<file path="src/rtl/pll_shift_scheduler.sv">
// Command queue plus sequencer that issues phase-shift steps to two dynamic-phase PLLs
// sharing a single phaseupdown line; one command is executed at a time.
module pll_shift_scheduler #(
  parameter int unsigned FIFO_DEPTH     = 4,
  parameter int unsigned SETUP_CYCLES   = 2,
  parameter int unsigned PULSE_CYCLES   = 2,
  parameter int unsigned TIMEOUT_CYCLES = 1024
) (
  input  logic       i_clk,
  input  logic       i_rst,
  input  logic       i_cmd_valid,
  output logic       o_cmd_ready,
  input  logic       i_cmd_pll,
  input  logic [2:0] i_cmd_counter,
  input  logic       i_cmd_updown,
  input  logic [7:0] i_cmd_steps,
  input  logic [1:0] i_pll_locked,
  input  logic [1:0] i_phasedone,
  output logic [1:0] o_phasestep,
  output logic [2:0] o_phasecounterselect_1,
  output logic [2:0] o_phasecounterselect_2,
  output logic       o_phaseupdown,
  output logic       o_busy,
  output logic       o_cmd_done,
  output logic       o_timeout,
  output logic [2:0] o_current_state
);

  localparam int unsigned AW = $clog2(FIFO_DEPTH);
  localparam int unsigned CW = AW + 1;
  localparam int unsigned TW = $clog2(TIMEOUT_CYCLES) + 1;
  localparam int unsigned SW = $clog2(SETUP_CYCLES) + 1;

  typedef enum logic [2:0] {
    S_IDLE    = 3'd0,
    S_LOAD    = 3'd1,
    S_SETUP   = 3'd2,
    S_STEP    = 3'd3,
    S_WAIT_LO = 3'd4,
    S_WAIT_HI = 3'd5,
    S_RETIRE  = 3'd6
  } state_t;

  state_t state, state_next;

  logic [12:0]   mem [FIFO_DEPTH];
  logic [AW-1:0] wr_ptr, rd_ptr;
  logic [CW-1:0] count;
  logic          full, empty, push, pop;

  logic          cur_pll, cur_up;
  logic [2:0]    cur_ctr;
  logic [7:0]    cur_steps, step_cnt;
  logic [TW-1:0] timer;
  logic [SW-1:0] setup_cnt;
  logic          lock_sel, done_sel, timer_max, timeout_hit;

  assign full        = (count == CW'(FIFO_DEPTH));
  assign empty       = (count == '0);
  assign o_cmd_ready = !full;
  assign push        = i_cmd_valid && !full;
  assign pop         = (state == S_IDLE) && !empty;

  assign lock_sel  = i_pll_locked[cur_pll];
  assign done_sel  = i_phasedone[cur_pll];
  assign timer_max = (timer == TW'(TIMEOUT_CYCLES - 1));

  assign o_phasestep     = (state == S_STEP) ? (cur_pll ? 2'b10 : 2'b01) : 2'b00;
  assign o_busy          = (state != S_IDLE) || !empty;
  assign o_cmd_done      = (state == S_RETIRE);
  assign o_current_state = state;

  always_ff @(posedge i_clk) begin
    if (push) mem[wr_ptr] <= {i_cmd_pll, i_cmd_counter, i_cmd_updown, i_cmd_steps};
  end

  always_ff @(posedge i_clk) begin
    if (i_rst) begin
      wr_ptr <= '0;
      rd_ptr <= '0;
      count  <= '0;
    end else begin
      if (push) wr_ptr <= wr_ptr + AW'(1);
      if (pop)  rd_ptr <= rd_ptr + AW'(1);
      case ({push, pop})
        2'b10:   count <= count + CW'(1);
        2'b01:   count <= count - CW'(1);
        default: count <= count;
      endcase
    end
  end

  always_comb begin
    state_next  = state;
    timeout_hit = 1'b0;
    case (state)
      S_IDLE:   if (!empty) state_next = S_LOAD;
      S_LOAD:   state_next = (cur_steps == '0) ? S_RETIRE : S_SETUP;
      S_SETUP: begin
        if (lock_sel && setup_cnt == SW'(SETUP_CYCLES - 1)) state_next = S_STEP;
        else if (timer_max) begin
          state_next  = S_RETIRE;
          timeout_hit = 1'b1;
        end
      end
      S_STEP:   if (timer == TW'(PULSE_CYCLES - 1)) state_next = S_WAIT_LO;
      S_WAIT_LO: begin
        if (!done_sel) state_next = S_WAIT_HI;
        else if (timer_max) begin
          state_next  = S_RETIRE;
          timeout_hit = 1'b1;
        end
      end
      S_WAIT_HI: begin
        if (done_sel) state_next = (step_cnt == 8'd1) ? S_RETIRE : S_SETUP;
        else if (timer_max) begin
          state_next  = S_RETIRE;
          timeout_hit = 1'b1;
        end
      end
      S_RETIRE: state_next = S_IDLE;
      default:  state_next = S_IDLE;
    endcase
  end

  // timer doubles as the phasestep width counter since it restarts on every state entry
  always_ff @(posedge i_clk) begin
    if (i_rst) begin
      state                  <= S_IDLE;
      timer                  <= '0;
      setup_cnt              <= '0;
      cur_pll                <= 1'b0;
      cur_ctr                <= '0;
      cur_up                 <= 1'b0;
      cur_steps              <= '0;
      step_cnt               <= '0;
      o_phasecounterselect_1 <= '0;
      o_phasecounterselect_2 <= '0;
      o_phaseupdown          <= 1'b0;
      o_timeout              <= 1'b0;
    end else begin
      state     <= state_next;
      timer     <= (state_next != state) ? '0 : timer + TW'(1);
      setup_cnt <= (state == S_SETUP && state_next == S_SETUP && lock_sel) ?
                   setup_cnt + SW'(1) : '0;
      if (pop) {cur_pll, cur_ctr, cur_up, cur_steps} <= mem[rd_ptr];
      if (state == S_LOAD && cur_steps != '0) begin
        if (cur_pll) o_phasecounterselect_2 <= cur_ctr;
        else         o_phasecounterselect_1 <= cur_ctr;
        o_phaseupdown <= cur_up;
        step_cnt      <= cur_steps;
      end
      if (state == S_WAIT_HI && done_sel) step_cnt <= step_cnt - 8'd1;
      if (timeout_hit) o_timeout <= 1'b1;
    end
  end

endmodule

</file>
<file path="config.mk">
export PLATFORM = sky130hd
export DESIGN_NAME = pll_shift_scheduler
export DESIGN_NICKNAME = d
export VERILOG_FILES = /design/src/rtl/pll_shift_scheduler.sv
export SDC_FILE = /design/constraint.sdc
export NUM_CORES = 1
export LEC_CHECK = 0
export ABC_AREA = 1
export BUFFER_PORTS_ARGS = -buffer_cell sky130_fd_sc_hd__buf_2
export CORE_ASPECT_RATIO = 0.5
export CORE_MARGIN = 1
export CORE_UTILIZATION = 45
export CTS_BUF_LIST = sky130_fd_sc_hd__clkbuf_2
export CTS_CLUSTER_SIZE = 28
export DETAILED_ROUTE_END_ITERATION = 10
export GPL_TIMING_DRIVEN = 0
export HOLD_SLACK_MARGIN = 0.1
export PLACE_DENSITY = 0.67
export REMOVE_ABC_BUFFERS = 1
export SETUP_SLACK_MARGIN = 0.2
export SLEW_MARGIN = 20
export SYNTH_ARGS = -nofsm -noshare
export SYNTH_HDL_FRONTEND = slang
export SYNTH_SLANG_ARGS = --single-unit
</file>
<file path="constraint.sdc">
create_clock -name i_clk -period 2.5 [get_ports i_clk]
set_clock_uncertainty 0.1 [all_clocks]
set_input_delay 0.25 -clock i_clk [delete_from_list [all_inputs] [get_ports i_clk]]
set_output_delay 0.25 -clock i_clk [all_outputs]
set_load 0.01 [all_outputs]
</file>
After elaboration in Yosys (flattened, before gate mapping)

Memory sizes are Yosys's and may differ from the RTL's. A register that Yosys moved wholly into a read port is not among the register bits.
Cells that the tools add are included.

Bits in writable memories: 52
Bits of input ports: 20
Register bits: 39
ROM bits: 0
Latch bits: 0
Memories: 1

Shift operators: 0
Bitwise gates (word level): 2
Multiplexer cells: 25
Equality and inequality tests: 15
Magnitude comparators: 1
Add/subtract/negate cells: 7
Reductions and logical operators: 21
Div/mod/pow operators: 0
$mul: 0

Memories:

| name | depth | width | rd ports | clocked after Yosys merged registers in | write ports | RTL line | source |
|---|---|---|---|---|---|---|---|
| mem  | 4     | 13    | 1        | 1                                       | 1           | 46       | `logic [12:0] mem [FIFO_DEPTH];` |

Operators by type and width:

| cell                                             | number |
|---|---|
| two-way mux 3 bit                                | 8 |
| one-hot mux 3 bit (6 select lines)               | 1 |
| two-way mux 8 bit                                | 2 |
| == test 3 bit, second input constant             | 4 |
| adder 11 x 1 -> 11 bit, second input constant    | 1 |
| == test 11 x 1 -> 1 bit, second input constant   | 1 |
| == test 11 x 10 -> 1 bit, second input constant  | 1 |
| two-way mux 1 bit                                | 10 |
| == test 3 x 2 -> 1 bit, second input constant    | 3 |
| == test 8 x 1 -> 1 bit, second input constant    | 1 |
| zero test 8 bit                                  | 1 |
| nonzero test 8 bit                               | 1 |
| subtractor 8 x 1 -> 8 bit, second input constant | 1 |
| logical AND 1 bit                                | 7 |
| adder 2 x 1 -> 2 bit, second input constant      | 3 |
| zero test 3 bit                                  | 2 |
| one-hot mux 3 bit (2 select lines)               | 1 |
| == test 2 x 1 -> 1 bit, second input constant    | 2 |
| two-way mux 2 bit                                | 2 |
| AND reduction 2 bit                              | 2 |
| nonzero test 2 bit                               | 2 |
| OR reduction 2 bit                               | 2 |
| adder 3 x 1 -> 3 bit, second input constant      | 1 |
| == test 3 x 1 -> 1 bit, second input constant    | 1 |
| other kinds (9)                                  | 11 |

Depth between registers and ports, before layout

Depth in word-level cells: 10
Gate-level depth with buffers: 14

Worst setup path after synthesis

Ideal clock, no wire load.

Kind: register -> register
From: register state[0], in the netlist o_current_state[0]
To: register count[2]
Library setup time: 122 ps
Path buffers: 2
Data arrival time: 2166 ps
Cell stages (with the launch flop): 13
Setup slack: 112 ps
Path through: dfxtp_1 buf_6 nor3_1 nand2_1 clkinv_1 buf_1 ha_1 inv_1 fa_1 a21oi_1 o21ai_0 o21ai_0 a21oi_1

Longest elaborated chain between the ends: 4

RTL lines:

| item                                                                            | RTL line | source |
|---|---|---|
| from (decl)                                                                     | 44       | `state_t state, state_next;` |
| from (signal assigned)                                                          | 142      | `state <= state_next;` |
| zero test 3 bit (*)                                                             | 62       | `assign pop = (state == S_IDLE) && !empty;` |
| logical AND 1 bit (*)                                                           | 62       |  |
| net pop                                                                         | 49       | `logic full, empty, push, pop;` |
| == test 2 x 1 -> 1 bit / == test 2 bit (equally long branches)                  | 85       | `case ({push, pop})` |
| one-hot mux 3 bit (2 select lines) / nonzero test 2 bit (equally long branches) | n/a      |  |
| to (signal assigned)                                                            | 86       | `2'b10: count <= count + CW'(1);` |
| to (signal assigned)                                                            | 87       | `2'b01: count <= count - CW'(1);` |
| to (signal assigned)                                                            | 88       | `default: count <= count;` |
| to (decl)                                                                       | 48       | `logic [CW-1:0] count;` |

The timed path passes the listed nets; every way through them passes the cells marked *.
A chain may end at the register's enable or synchronous reset.

Worst setup path in the final report

From: register state[1], in the netlist o_current_state[1]
To: register count[2]

Longest elaborated chain between the ends: 4

RTL lines:

| item                                                                            | RTL line |
|---|---|
| zero test 3 bit (*)                                                             | 62 |
| logical AND 1 bit (*)                                                           | 62 |
| == test 2 x 1 -> 1 bit / == test 2 bit (equally long branches)                  | 85 |
| one-hot mux 3 bit (2 select lines) / nonzero test 2 bit (equally long branches) | n/a |

Every way passes the cells marked *; elsewhere a longest branch is shown, timed or not.

==> results.yml <==
route:
  wire_per_inst_um: 13.12
  num_vias: 3464
  ant_nets: 0
  drcViolationCount: 0
  routed_wl_um: 9182
  drt_first_pass_iters: 6
  drtIter0Drc: 264
  viasPerCell: 4.949
hold_path:
  whs_endpoint: "mem[1][4]$_DFFE_PP_"
  hold_path_class: "primary input to register"
  whs_path_depth: 2
  hp-start: "i_cmd_steps[4]"
floorplan:
  io_pins: 36
  die_area_um2: 10690
  start_util_pct: 47.57
  die_w_um: 145.2
  core-area_um2: 9697
  dieHeight_um: 73.60
  fp-row-count: 25
final_layout:
  nets: 591
  fin_cells: 700
  drive_above_1_share_pct: 19.47
  ff_latch_area_um2: 2615
  multi_input_area_um2: 1787
  fill_cells: 869
  syn_to_final_growth_pct: 14.92
  antenna_cells: 0
sta:
  worst_pin_slew_ns: 0.8377
  setup_viol: 0
  hold_viol_final: 0
  hold_ws_ns: 0.2836
  final-max-slew-violation-count: 0
  rsz0062_at_grt: "false"
  fmax_mhz: 481.8
  min_period_ns: 2.076
  relSlewSlack_pct: 44.09
  tns_ns: 0
  fin_crit_sh_pct: 83.03
place:
  dpl.hpwl_um: 5932
  gp_congestion: 0.8590
  portBuffers: 35
  dp_cells: 656
setup_path:
  arrival_ns: 2.47
  critPathMaxStageDelay_ns: 0.43
  path_cells: "nor3_4, nand2_2, clkinv_4, ha_1, inv_1, fa_1, a21oi_1, o21ai_0, o21ai_1, a21oi_1"
  cp-start-kind: "register"
  critical_path_required_ns: 2.89
  cp-end-kind: "register"
  crit_type: "register to register"
  cpMostUsedCell: "a21oi_1"
  startpoint: "o_current_state[1]$_SDFF_PP0_"
  rr_endpoint: "count[2]$_SDFFE_PP0P_"
  reg2reg_depth: 10
  slowest_stage: "dfxtp_4"
  r2r_slack_ns: 0.42
  worstPathMaxFanout: 14
  r2r_start: "o_current_state[1]$_SDFF_PP0_"
synthesis:
  yosysUniqueCellTypes: 34
  synth-seq-cells: 104
  yosysSeqAreaShare_pct: 56.41
  avgSynthCellArea_um2: 9.171
  async_flop_share_pct: 0
  syn-cell-area_um2: 4613
  yosys_warnings: 0
  synthCells: 503
  ys.flop_type: "edfxtp_1"
  synth_edf_count: 52
grt:
  grt_pass1_vias: 3188
  grt_first_pass_wirelength_um: 15190
  antenna_found_initial: 0
  grt_max_degree: 29
  overflow: 0
  grtUsageTotal_pct: 18.54
clock_network:
  clkSinkCount: 104
  numCtsBuffers: 9
  cts_tree: "yes"
  clock_latency_ns: 0.58
  clockBufferDepth: 2
  h-tree-depth: 3
  cts_root_buf: "clkbuf_2"
  path_clk_slew_ns: 0.29
power_and_ir_drop:
  vdd_ir_drop_max_mv: 0.3677
  p_per_area_nw_per_um2: 952.6
  leakage_nw: 2.030
  total_power_mw: 5.050
outcome:
  status: "completed"
flow_run:
  max_cap_violations: 0
## cell usage in the layout, fill, tap and decap left out, drive strengths merged
master,synthesis,final
clkinvlp,0,1
nor3,6,6
clkbuf,10,10
dfxtp,52,52
nor2,115,115
o21bai,1,1
dlygate4sd3,0,20
o21ai,52,52
inv,43,45
buf,7,42
clkinv,1,4
o211ai,1,1
xor2,4,4
edfxtp,52,52
a21oi,22,22
o221ai,1,1
nand4,4,4
bufinv,0,1
xnor2,5,5
or2,2,2
nand2,66,66
nor4,1,1
and2,1,1
a31oi,19,19
ha,10,10
nand3,27,27
fa,1,1
## cells by family after synthesis
logic type	count (synthesis)	synth area share, %
AND/OR/NAND/NOR	222	22.00
flip-flops	104	56.41
AO/OA/AOI/OAI	96	11.20
buffers and inverters	61	5.533
adder cells (fa/ha/maj)	11	3.146
XOR/XNOR	9	1.709
## power by group
group | total [mW] | internal (mW) | switching (mW) | leakage [nW]
registers | 2.40 | 2.10 | 0.299 | 0.904
logic | 1.83 | 0.646 | 1.19 | 1.05
clock network | 0.819 | 0.250 | 0.569 | 0.0746
total | 5.05 | 3.00 | 2.05 | 2.03
## through the flow
step | cell area, um2 | util (%) | worst slack (ns)
6_report | 5301 | 54.67 | 0.4243
5_1_grt | 5301 | 54.67 | 0.2089
4_1_cts | 5228 | 53.91 | 0.2501
3_5_place_dp | 4880 | 50.32 | -0.3554
3_3_place_gp | 4870 | 50.22 | -0.3146
2_1_floorplan | 4526 | - | 0.2136
## worst max-delay path, delay by kind of cell, from the launching register on
family | cells | cell delay (ns)
AOI/OAI and AO/OA | 4 | 0.44
buffers and inverters | 2 | 0.19
adders and majority gates | 2 | 0.52
DFF | 1 | 0.43
and+or+nand+nor | 2 | 0.31
## routing by layer
metal / vias up / part of all wire [%] / global-route usage, %
met2: 65 / 45 / 30.24
met3: 12 / 4.3 / 5.155
met1: 1587 / 49 / 24.07
met4: 0 / 1.4 / 6.550
met5: - / 0 / 0
li1: 1800 / - / -
## cells in the mapped netlist (all sizes together) (7+ instances only)
library cell / count / area [um2]
a21oi: 22 / 110.1
a31oi: 19 / 118.9
buf: 7 / 50.04
clkbuf: 10 / 37.54
dfxtp: 52 / 1041
edfxtp: 52 / 1562
ha: 10 / 125.1
inv: 43 / 163.9
nand2: 66 / 260.3
nand3: 27 / 167.7
nor2: 115 / 499.2
o21ai: 52 / 260.3
## layout make-up
class	count	area share [%]
clock buffer	10	0.9441
tap	135	3.186
timing repair buffer	62	8.072
inverter	44	3.257
sequential	104	49.33
clock inverter	6	1.416
multi-input combinational	338	33.70
timing repair inverter	1	0.09441
## flip-flops by register name, summed over array words and instances, names as in the netlist
| register | flops |
|---|---|
| o_timeout | 1 |
| cur_ctr | 3 |
| o_phasecounterselect_1 | 3 |
| setup_cnt | 2 |
| cur_up | 1 |
| cur_steps | 8 |
| step_cnt | 8 |
| cur_pll | 1 |
| wr_ptr | 2 |
| rd_ptr | 2 |
| o_phasecounterselect_2 | 3 |
| timer | 11 |
| mem | 52 |
| o_current_state | 3 |
| count | 3 |
| o_phaseupdown | 1 |
## worst max-delay path by stage
stage | depth (start not counted) | slack [ns] | to
after CTS | 10 | 0.25 | count[2]$_SDFFE_PP0P_
after detailed placement | 9 | -0.36 | count[1]$_SDFFE_PP0P_
after global placement | 9 | -0.31 | count[1]$_SDFFE_PP0P_
after global routing | 10 | 0.21 | count[2]$_SDFFE_PP0P_
final | 10 | 0.42 | count[2]$_SDFFE_PP0P_
after floorplan | 9 | 0.21 | count[1]$_SDFFE_PP0P_
## repair_timing
| action | 4_1_cts | 5_1_grt |
|---|---|---|
| gates resized for setup | 8 | 7 |
| buffers inserted | 0 | 7 |
| cloned | 1 | 0 |
| endpoints found under the hold margin | 71 | 0 |
| hold buffers | 20 | 0 |
| setup endpoints to repair | 5 | 1 |
| pin swaps | 0 | 1 |
Note: power is estimated with default switching activity, not from simulation.
